## config.mk

```make
export PLATFORM = sky130hd
export DESIGN_NAME = paddle_cmd_issuer
export DESIGN_NICKNAME = d
export VERILOG_FILES = /design/src/rtl/paddle_cmd_issuer.sv
export SDC_FILE = /design/constraint.sdc
export NUM_CORES = 1
export LEC_CHECK = 0
export ABC_AREA = 1
export BUFFER_PORTS_ARGS = -buffer_cell sky130_fd_sc_hd__buf_2
export CELL_PAD_IN_SITES_DETAIL_PLACEMENT = 1
export CELL_PAD_IN_SITES_GLOBAL_PLACEMENT = 2
export CORE_UTILIZATION = 39
export CTS_CLUSTER_SIZE = 30
export DETAILED_ROUTE_END_ITERATION = 7
export PLACE_DENSITY_LB_ADDON = 0.1
export SKIP_CTS_REPAIR_TIMING = 1
export SLEW_MARGIN = 15
export SYNTH_ARGS = -nofsm -noshare
export SYNTH_HDL_FRONTEND = slang
export SYNTH_SLANG_ARGS = --single-unit
```

## constraint.sdc

```tcl
create_clock -name clk_in -period 5.6 [get_ports clk_in]
set_input_delay 1.12 -clock clk_in [delete_from_list [all_inputs] [get_ports clk_in]]
set_output_delay 1.12 -clock clk_in [all_outputs]
set_load 0.01 [all_outputs]
```

## src/rtl/paddle_cmd_issuer.sv

```systemverilog
// Purpose: debounce the two paddle buttons and issue clamped coordY updates to the paddle renderer.
// Latency: about 2 + DEBOUNCE_CYCLES cycles from a stable press to the clk_en strobe; repeats every REPEAT_CYCLES while held.
// Backpressure: one update in flight; waits for y_Atual == coordY (or TIMEOUT_CYCLES) before accepting the next request.
module paddle_cmd_issuer #(
  parameter int Y_INIT          = 195,
  parameter int Y_MIN           = 0,
  parameter int Y_MAX           = 389,
  parameter int STEP            = 5,
  parameter int DEBOUNCE_CYCLES = 500000,
  parameter int REPEAT_CYCLES   = 1500000,
  parameter int TIMEOUT_CYCLES  = 2097152
) (
  input  logic       clk_in,
  input  logic       i_rst,
  input  logic       btn_up_n,
  input  logic       btn_down_n,
  input  logic       enable,
  input  logic       clr_err,
  input  logic [8:0] y_Atual,
  output logic [8:0] coordY,
  output logic       refreshBar,
  output logic       clk_en,
  output logic       busy,
  output logic       timeout_err
);

  localparam int DB_W = $clog2(DEBOUNCE_CYCLES + 1);
  localparam int RP_W = $clog2(REPEAT_CYCLES + 1);
  localparam int TO_W = $clog2(TIMEOUT_CYCLES + 1);

  localparam logic [DB_W-1:0] DB_LAST  = DB_W'(DEBOUNCE_CYCLES - 1);
  localparam logic [RP_W-1:0] RP_LOAD  = RP_W'(REPEAT_CYCLES);
  localparam logic [TO_W-1:0] TO_LAST  = TO_W'(TIMEOUT_CYCLES - 1);
  localparam logic [9:0]      STEP10   = 10'(STEP);
  localparam logic [9:0]      MIN_STEP = 10'(Y_MIN + STEP);
  localparam logic [9:0]      MAX10    = 10'(Y_MAX);

  typedef enum logic [1:0] {IDLE, ISSUE, WAIT_ACK, HOLD} state_t;

  state_t          state;
  logic [1:0]      sync1, sync2;   // bit 0 = up, bit 1 = down; 1 = released
  logic [1:0]      db_n;
  logic [DB_W-1:0] db_cnt [2];
  logic [8:0]      pos;
  logic            dir_down;
  logic [TO_W-1:0] tcnt;
  logic [RP_W-1:0] rcnt;

  logic            up_req, down_req, hold_req;
  logic [9:0]      pos_ext;
  logic [8:0]      up_tgt, down_tgt, hold_tgt;

  // Two-flop synchronizer for the raw buttons; idle level is released.
  always_ff @(posedge clk_in or negedge i_rst) begin
    if (!i_rst) begin
      sync1 <= 2'b11;
      sync2 <= 2'b11;
    end else begin
      sync1 <= {btn_down_n, btn_up_n};
      sync2 <= sync1;
    end
  end

  // Accept a new level only after it has differed for DEBOUNCE_CYCLES consecutive cycles.
  always_ff @(posedge clk_in or negedge i_rst) begin
    if (!i_rst) begin
      db_n <= 2'b11;
      for (int i = 0; i < 2; i++) db_cnt[i] <= '0;
    end else begin
      for (int i = 0; i < 2; i++) begin
        if (sync2[i] != db_n[i]) begin
          if (db_cnt[i] == DB_LAST) begin
            db_n[i]   <= sync2[i];
            db_cnt[i] <= '0;
          end else begin
            db_cnt[i] <= db_cnt[i] + 1'b1;
          end
        end else begin
          db_cnt[i] <= '0;
        end
      end
    end
  end

  assign up_req   = !db_n[0] &&  db_n[1];
  assign down_req =  db_n[0] && !db_n[1];
  assign pos_ext  = {1'b0, pos};
  assign up_tgt   = (pos_ext < MIN_STEP) ? 9'(Y_MIN) : 9'(pos_ext - STEP10);
  assign down_tgt = (pos_ext + STEP10 > MAX10) ? 9'(Y_MAX) : 9'(pos_ext + STEP10);
  assign hold_req = dir_down ? down_req : up_req;
  assign hold_tgt = dir_down ? down_tgt : up_tgt;

  // Update FSM: issue one strobe, wait for the renderer to catch up, then hold-to-repeat.
  always_ff @(posedge clk_in or negedge i_rst) begin
    if (!i_rst) begin
      state       <= IDLE;
      pos         <= 9'(Y_INIT);
      coordY      <= 9'(Y_INIT);
      refreshBar  <= 1'b0;
      clk_en      <= 1'b0;
      busy        <= 1'b0;
      timeout_err <= 1'b0;
      dir_down    <= 1'b0;
      tcnt        <= '0;
      rcnt        <= '0;
    end else begin
      // A timeout later in this block overrides the clear.
      if (clr_err) timeout_err <= 1'b0;
      case (state)
        IDLE: begin
          if (enable && up_req && (up_tgt != pos)) begin
            coordY     <= up_tgt;
            dir_down   <= 1'b0;
            clk_en     <= 1'b1;
            refreshBar <= 1'b1;
            busy       <= 1'b1;
            state      <= ISSUE;
          end else if (enable && down_req && (down_tgt != pos)) begin
            coordY     <= down_tgt;
            dir_down   <= 1'b1;
            clk_en     <= 1'b1;
            refreshBar <= 1'b1;
            busy       <= 1'b1;
            state      <= ISSUE;
          end
        end
        ISSUE: begin
          clk_en     <= 1'b0;
          refreshBar <= 1'b0;
          tcnt       <= '0;
          state      <= WAIT_ACK;
        end
        WAIT_ACK: begin
          tcnt <= tcnt + 1'b1;
          if (y_Atual == coordY) begin
            pos   <= coordY;
            rcnt  <= RP_LOAD;
            busy  <= 1'b0;
            state <= HOLD;
          end else if (tcnt == TO_LAST) begin
            timeout_err <= 1'b1;
            pos         <= y_Atual;
            busy        <= 1'b0;
            state       <= IDLE;
          end
        end
        HOLD: begin
          if (!enable || !hold_req) begin
            state <= IDLE;
          end else if (rcnt == '0) begin
            if (hold_tgt != pos) begin
              coordY     <= hold_tgt;
              clk_en     <= 1'b1;
              refreshBar <= 1'b1;
              busy       <= 1'b1;
              state      <= ISSUE;
            end else begin
              state <= IDLE;
            end
          end else begin
            rcnt <= rcnt - 1'b1;
          end
        end
        default: state <= IDLE;
      endcase
    end
  end

endmodule

```

==> results of run 1 <==
-- per-stage QoR --
stage	instance area [µm²]	setup WS, ns
floorplan	6560	2.87
global placement	6880	2.26
detailed placement	6880	2.10
CTS	7180	2.43
global route	7180	2.12
finish	7180	2.43
-- cell usage in the layout, fill, tap and decap left out, types with 2 or more instances in the layout --
| cell type | synthesis | routed |
|---|---|---|
| ha_1 | 11 | 11 |
| inv_1 | 113 | 113 |
| clkbuf_16 | 0 | 9 |
| clkinv_1 | 2 | 2 |
| nor3_1 | 37 | 37 |
| nor3b_1 | 8 | 8 |
| nand2_1 | 194 | 194 |
| dfrtp_1 | 97 | 97 |
| dfstp_2 | 14 | 14 |
| xnor2_1 | 4 | 4 |
| nor2_1 | 132 | 132 |
| o21a_1 | 4 | 4 |
| clkinv_8 | 0 | 2 |
| or2_2 | 5 | 5 |
| nand4_1 | 29 | 29 |
| nand3_2 | 2 | 2 |
| o21ai_0 | 42 | 42 |
| a21oi_1 | 44 | 44 |
| and3_1 | 2 | 2 |
| o22ai_1 | 2 | 2 |
| nor2_4 | 2 | 2 |
| nor2_2 | 2 | 2 |
| a31oi_1 | 8 | 8 |
| buf_2 | 5 | 26 |
| nand3_1 | 59 | 59 |
| nand2_2 | 4 | 4 |
| inv_2 | 3 | 3 |
| nor4_1 | 11 | 11 |
| o211ai_1 | 3 | 3 |
| clkinv_4 | 0 | 2 |
| xor2_1 | 21 | 21 |
| buf_4 | 2 | 3 |
| o31ai_1 | 2 | 2 |
-- logic make-up after synthesis --
logic type      share of synthesized area (%)
buf+inv                                  8.34
fa+ha+maj                                2.10
flops                                    42.6
compound gates                           9.96
xor+xnor                                 3.34
simple gates                             33.5
mux                                     0.172
-- routing by layer --
| layer | GRT usage (%) | wire length [µm] | vias to the layer above |
|---|---|---|---|
| met3 | 3.74 | 533 | 22 |
| met2 | 39.2 | 8970 | 68 |
| met4 | 5.62 | 245 | 0 |
| met5 | 0 | 0 | - |
| li1 | - | - | 2972 |
| met1 | 28.8 | 8590 | 2912 |
-- registers in the layout (all words and copies together) (netlist names) --
register / cells
coordY: 9
pos: 9
sync1: 2
tcnt: 22
db_cnt: 38
clk_en: 1
rcnt: 21
state: 2
dir_down: 1
timeout_err: 1
sync2: 2
db_n: 2
busy: 1
-- worst max-delay path, stage by stage --
cell     delay, ns
buf_2         0.09
inv_1         0.05
nor3_1        0.20
and2_1        0.41
inv_1         0.24
nand3_1       0.14
nand3_1       0.13
a21oi_1       0.59
nand2_2       0.27
nand2_1       0.13
nand2_1       0.07
-- worst min-delay path by stage --
stage | endpoint | cells past startpoint | startpoint
floorplan | sync2[0]$_DFF_PN1_ | 0 | sync1[0]$_DFF_PN1_
global placement | sync2[0]$_DFF_PN1_ | 0 | sync1[0]$_DFF_PN1_
detailed placement | sync2[1]$_DFF_PN1_ | 0 | sync1[1]$_DFF_PN1_
CTS | sync2[1]$_DFF_PN1_ | 0 | sync1[1]$_DFF_PN1_
global route | sync2[1]$_DFF_PN1_ | 0 | sync1[1]$_DFF_PN1_
finish | sync2[1]$_DFF_PN1_ | 0 | sync1[1]$_DFF_PN1_
-- layout make-up --
class	instances	area, µm²
Inverter	118	443
Timing Repair Buffer	29	153
Tap cell	220	275
Fill cell	2120	9340
Clock buffer	9	225
Clock inverter	7	75.1
Antenna cell	1	2.50
Sequential cell	111	2800
Multi-Input combinational cell	646	3210
-- power groups by stage --
stage          Sequential (mW)  Combinational [mW]  Clock (mW)
2_1_floorplan            0.992               0.651           0
3_3_place_gp              1.01               0.885           0
3_5_place_dp              1.02               0.925           0
4_1_cts                   1.00               0.930       0.680
5_1_grt                   1.02                1.04       0.712
6_report                  1.00               0.921       0.661
==> out/results.ini, run 1 <==
[status]
outcome = finished clean

[critical_path]
crit_fanout = 12
endpoint_kind = flop
r2r_cells = 17
startpoint = enable
r2r_end = coordY[6]$_DFFE_PN1P_
start_kind = primary input
r2r-start = pos[1]$_DFFE_PN1P_
cp.required_ns = 5.85
critical_path_class = primary input to flop
cp.arrival_ns = 3.42
setup.worst_path.end = coordY[4]$_DFFE_PN0P_
rrSetupSlack_ns = 2.44

[synth]
syn_nets = 919
synth_seq_cells = 111
synth_largest_area_cell = dfrtp_1
synth_edf_count = 0
synth_cell_type_count = 50
postSynthAreaPerCell_um2 = 7.34
yosys_warnings = 0
syn_inst = 893
async_reset_ff_share_pct = 100
synth_flop_cell = dfrtp_1
netlist_area_mm2 = 0.00656
ys_seq_area_share_pct = 42.6
synthTopCellsByCount = 194 x nand2_1, 132 x nor2_1, 113 x inv_1, 97 x dfrtp_1, 59 x nand3_1
yosysTopAreaCellShare_pct = 37.0
ys_top_cells_by_area = dfrtp_1 37%, nand2_1 11%, nor2_1 7.6%, inv_1 6.5%, dfstp_2 5.6%
synthMostInstantiatedCell = nand2_1

[pwr]
pwr-share-seq_pct = 38.8
internal-power_mw = 1.50
combPwrFrac_pct = 35.6
p_leak_nw = 3.30
power.total_mw = 2.58
p_sw_mw = 1.08
pwr_density_cell_mw_per_mm2 = 360
clkPwrFrac_pct = 25.6
p_sw_share_pct = 41.8
irDropWorstVdd_v = 0.000177

[grt]
grt_pass1_vias = 6243
grt_max_degree = 71
overflow = 0
antenna_found_initial = 1
track_usage_pct = 22.5
grt_pass1_wl_um = 31300

[worst_hold_path]
hold_path_class = flop to flop

[layout]
areaGrowthSynthToFinish_pct = 9.56
final_cells = 1141
fin_nets = 941
drive_gt1_share_pct = 8.91
fin_util_pct = 43.5

[sta]
finClkSkew_ns = 0.0109
maxSlewHeadroom_pct = 35.4
setup_viol = 0
drv_slew = 0
post-route-period-util_pct = 56.6
hold_viol = 0
post-route-min-period_ns = 3.17
grt_setup_unrepaired = no
tightestPinTransition_ns = 0.969
hold_ws_ns = 0.364
timing.fmax_mhz = 316
tns_ns = 0

[floorplanning]
fp.dieW_um = 132
die-area_mm2 = 0.0173
initial_utilization_pct = 39.7
rows = 47
die_y_um = 132
core-area_mm2 = 0.0165
ioPinCount = 28

[clock_tree]
cts-root-buf = clkbuf_16
clk_pin_slew_worst_paths_ns = 0.09
htree_levels = 3
cts_buffer_depth = 2
tritoncts = built
numCtsBuffers = 9
cts.sinks = 111
clock_latency_ns = 0.36

[drt]
drt_iter0_markers = 272
wl_per_cell_um = 16.1
firstDrtPassIters = 4
ant_nets = 0
drt-total-wl_um = 18300
vias_per_cell = 5.24
drc = 0
vias = 5974

[place]
port_buffers = 27
dp.cells = 1124
hpwlAfterDp_um = 14000
place.gp.congestion = 0.815

[job]
drv_cap = 0

(Power assumes the default switching activity.)
==> run 2: changes to the inputs <==
CORE_UTILIZATION = 33   (was 39)
clock period = 2.6 ns   (was 5.6 ns; I/O delays follow)
==> run 2 against run 1 <==
Combinational power grew to 2.9 times the previous value. Clock power increased by 120%. Power rose by 140%. The run now ends with negative setup slack left. Sequential share of layout area fell by 4.7 points. Critical path depth rose by 7. Sequential power grew 120%. Count of clock-buffer cells in the layout stayed put. Design area up 14%. Core utilization fell by 1.4 points.
==> out/results.ini, run 2 (synthesized netlist as in run 1, its figures left out) <==
[critical_path]
startpoint = pos[1]$_DFFE_PN1P_
rrSetupSlack_ns = -0.02  ; -2.46 ns
setup.worst_path.end = coordY[8]$_DFFE_PN0P_
r2r_end = coordY[8]$_DFFE_PN0P_
critical_path_class = flop to flop
cp.required_ns = 2.85  ; -3.00 ns
cp.arrival_ns = 2.87  ; -0.55 ns
crit_fanout = 8  ; -4
start_kind = flop
endpoint_kind = flop
r2r-start = pos[1]$_DFFE_PN1P_
r2r_cells = 18  ; +1

[floorplanning]
initial_utilization_pct = 33.7  ; -6.0 points
ioPinCount = 28  ; unchanged
core-area_mm2 = 0.0195  ; +18%
die-area_mm2 = 0.0204  ; +18%
rows = 51  ; +8.5%
fp.dieW_um = 143  ; +8.6%
die_y_um = 143  ; +8.6%

[pwr]
power.total_mw = 6.23  ; +140%
p_leak_nw = 3.77  ; +14%
irDropWorstVdd_v = 0.000332  ; +88%
pwr_density_cell_mw_per_mm2 = 761  ; +110%

[grt]
overflow = 0  ; unchanged
track_usage_pct = 20.6  ; -1.9 points
antenna_found_initial = 0  ; -1
grt_max_degree = 42  ; -41%
grt_pass1_vias = 6686  ; +7.1%
grt_pass1_wl_um = 33000  ; +5.5%

[sta]
tns_ns = -0.0264  ; -0.0264 ns
layout_setup_ws_ns = -0.0168  ; -2.45 ns
timing.fmax_mhz = 382
drv_slew = 0  ; unchanged
post-route-period-util_pct = 101
hold_ws_ns = 0.138  ; -0.227 ns
setup_viol = 2  ; +2
tightestPinTransition_ns = 0.590  ; -0.379 ns
hold_viol = 0  ; unchanged
finClkSkew_ns = 0.0130  ; +0.00214 ns
maxSlewHeadroom_pct = 60.6  ; +25 points
grt_setup_unrepaired = yes
post-route-min-period_ns = 2.62

[layout]
fill_cells = 2471  ; +17%
top_regs = db_cnt: 38 flops, tcnt: 22 flops, rcnt: 21 flops
final_cells = 1272  ; +11%
final_cell_mix = 173 x nand2_1, 113 x nor2_1, 107 x inv_1
areaGrowthSynthToFinish_pct = 24.8
final_cell_area_mm2 = 0.00818  ; +14%
layout_commonest_cell = nand2_1
fin_nets = 1028  ; +9.2%
top_register = db_cnt
largest_reg_flops = 38  ; unchanged
fin_util_pct = 42.0  ; -1.4 points
drive_gt1_share_pct = 23.1  ; +14 points
diodes = 0  ; -1

[place]
place_ws_ns = -0.168  ; -2.27 ns
dp.cells = 1233  ; +9.7%
port_buffers = 27  ; unchanged
place.gp.congestion = 0.876  ; +7.5%
placed_area_mm2 = 0.00743  ; +8.0%
hpwlAfterDp_um = 15100  ; +7.6%

[drt]
vias_per_cell = 5.03  ; -4.0%
ant_nets = 0  ; unchanged
wl_per_cell_um = 15.6  ; -3.0%
drt_iter0_markers = 242  ; -11%
vias = 6393  ; +7.0%
firstDrtPassIters = 5  ; +1
drc = 0  ; unchanged
drt-total-wl_um = 19800  ; +8.2%

[clock_tree]
numCtsBuffers = 9  ; unchanged
cts_buffer_depth = 2  ; unchanged
cts.sinks = 111  ; unchanged
htree_levels = 3  ; unchanged
clk_pin_slew_worst_paths_ns = 0.08  ; about the same
cts-root-buf = clkbuf_16
tritoncts = built
clock_latency_ns = 0.36  ; about the same

[job]
drv_cap = 0  ; unchanged

[worst_hold_path]
hold_path_class = primary input to async pin

[status]
violations = negative setup slack
outcome = finished with violations

==> run 2: cell count changes in the layout (fill, tap and decap cells not counted), sizes merged <==
cell	previous run	this run
diode	1	0
nand2	198	200
clkinv	7	5
buf	29	113
inv	118	120
nand3	62	63
==> run 2: worst min path at each step <==
stage | from | to | slack (ns) | depth (start not counted)
2_1_floorplan | i_rst | busy$_DFFE_PN0P_ | 0.22 | 0
3_3_place_gp | sync1[1]$_DFF_PN1_ | sync2[1]$_DFF_PN1_ | 0.35 | 0
3_5_place_dp | sync1[1]$_DFF_PN1_ | sync2[1]$_DFF_PN1_ | 0.35 | 0
4_1_cts | i_rst | db_cnt[10]$_DFF_PN0_ | 0.16 | 1
5_1_grt | i_rst | db_cnt[10]$_DFF_PN0_ | 0.18 | 1
6_report | i_rst | db_cnt[10]$_DFF_PN0_ | 0.14 | 1
==> run 2: worst max-delay path, cell delays in order, from the launching register on <==
cell and delay, ns:
dfstp_2 0.59, buf_6 0.13, nand2_2 0.07, nand2_4 0.09, nand2_2 0.06, nand2_2 0.06
nand2_2 0.06, nor2_2 0.11, nand2_2 0.11, nand2_4 0.16, nand4_1 0.15, nand2_1 0.12
nand2_1 0.07, nand2_2 0.08, nand2_2 0.07, nor2_4 0.14, nand3_4 0.19, nand3_1 0.16
nand2_1 0.07
==> run 2: cell type report <==
cell class	instances	area (µm²)	area share (%)
Multi-Input combinational cell	649	3500	42.8
Tap cell	265	332	4.05
Clock inverter	7	81.3	0.994
Clock buffer	9	225	2.75
Sequential cell	111	2800	34.2
Inverter	118	443	5.41
Timing Repair Buffer	113	803	9.82
==> run 2: where the power goes <==
group	leakage, nW	switching [mW]	internal, mW	total (mW)
clock network	0.150	0.748	0.694	1.44
registers	1.41	0.218	1.94	2.16
logic	2.21	1.62	1.00	2.63
total	3.77	2.59	3.64	6.23
==> run 2: routing by layer <==
metal	up-vias	global-route usage (%)	routed length, µm
met5	-	0	0
met4	0	6.00	329
met3	22	2.98	538
met2	80	35.4	9740
met1	3148	26.7	9230
li1	3143	-	-
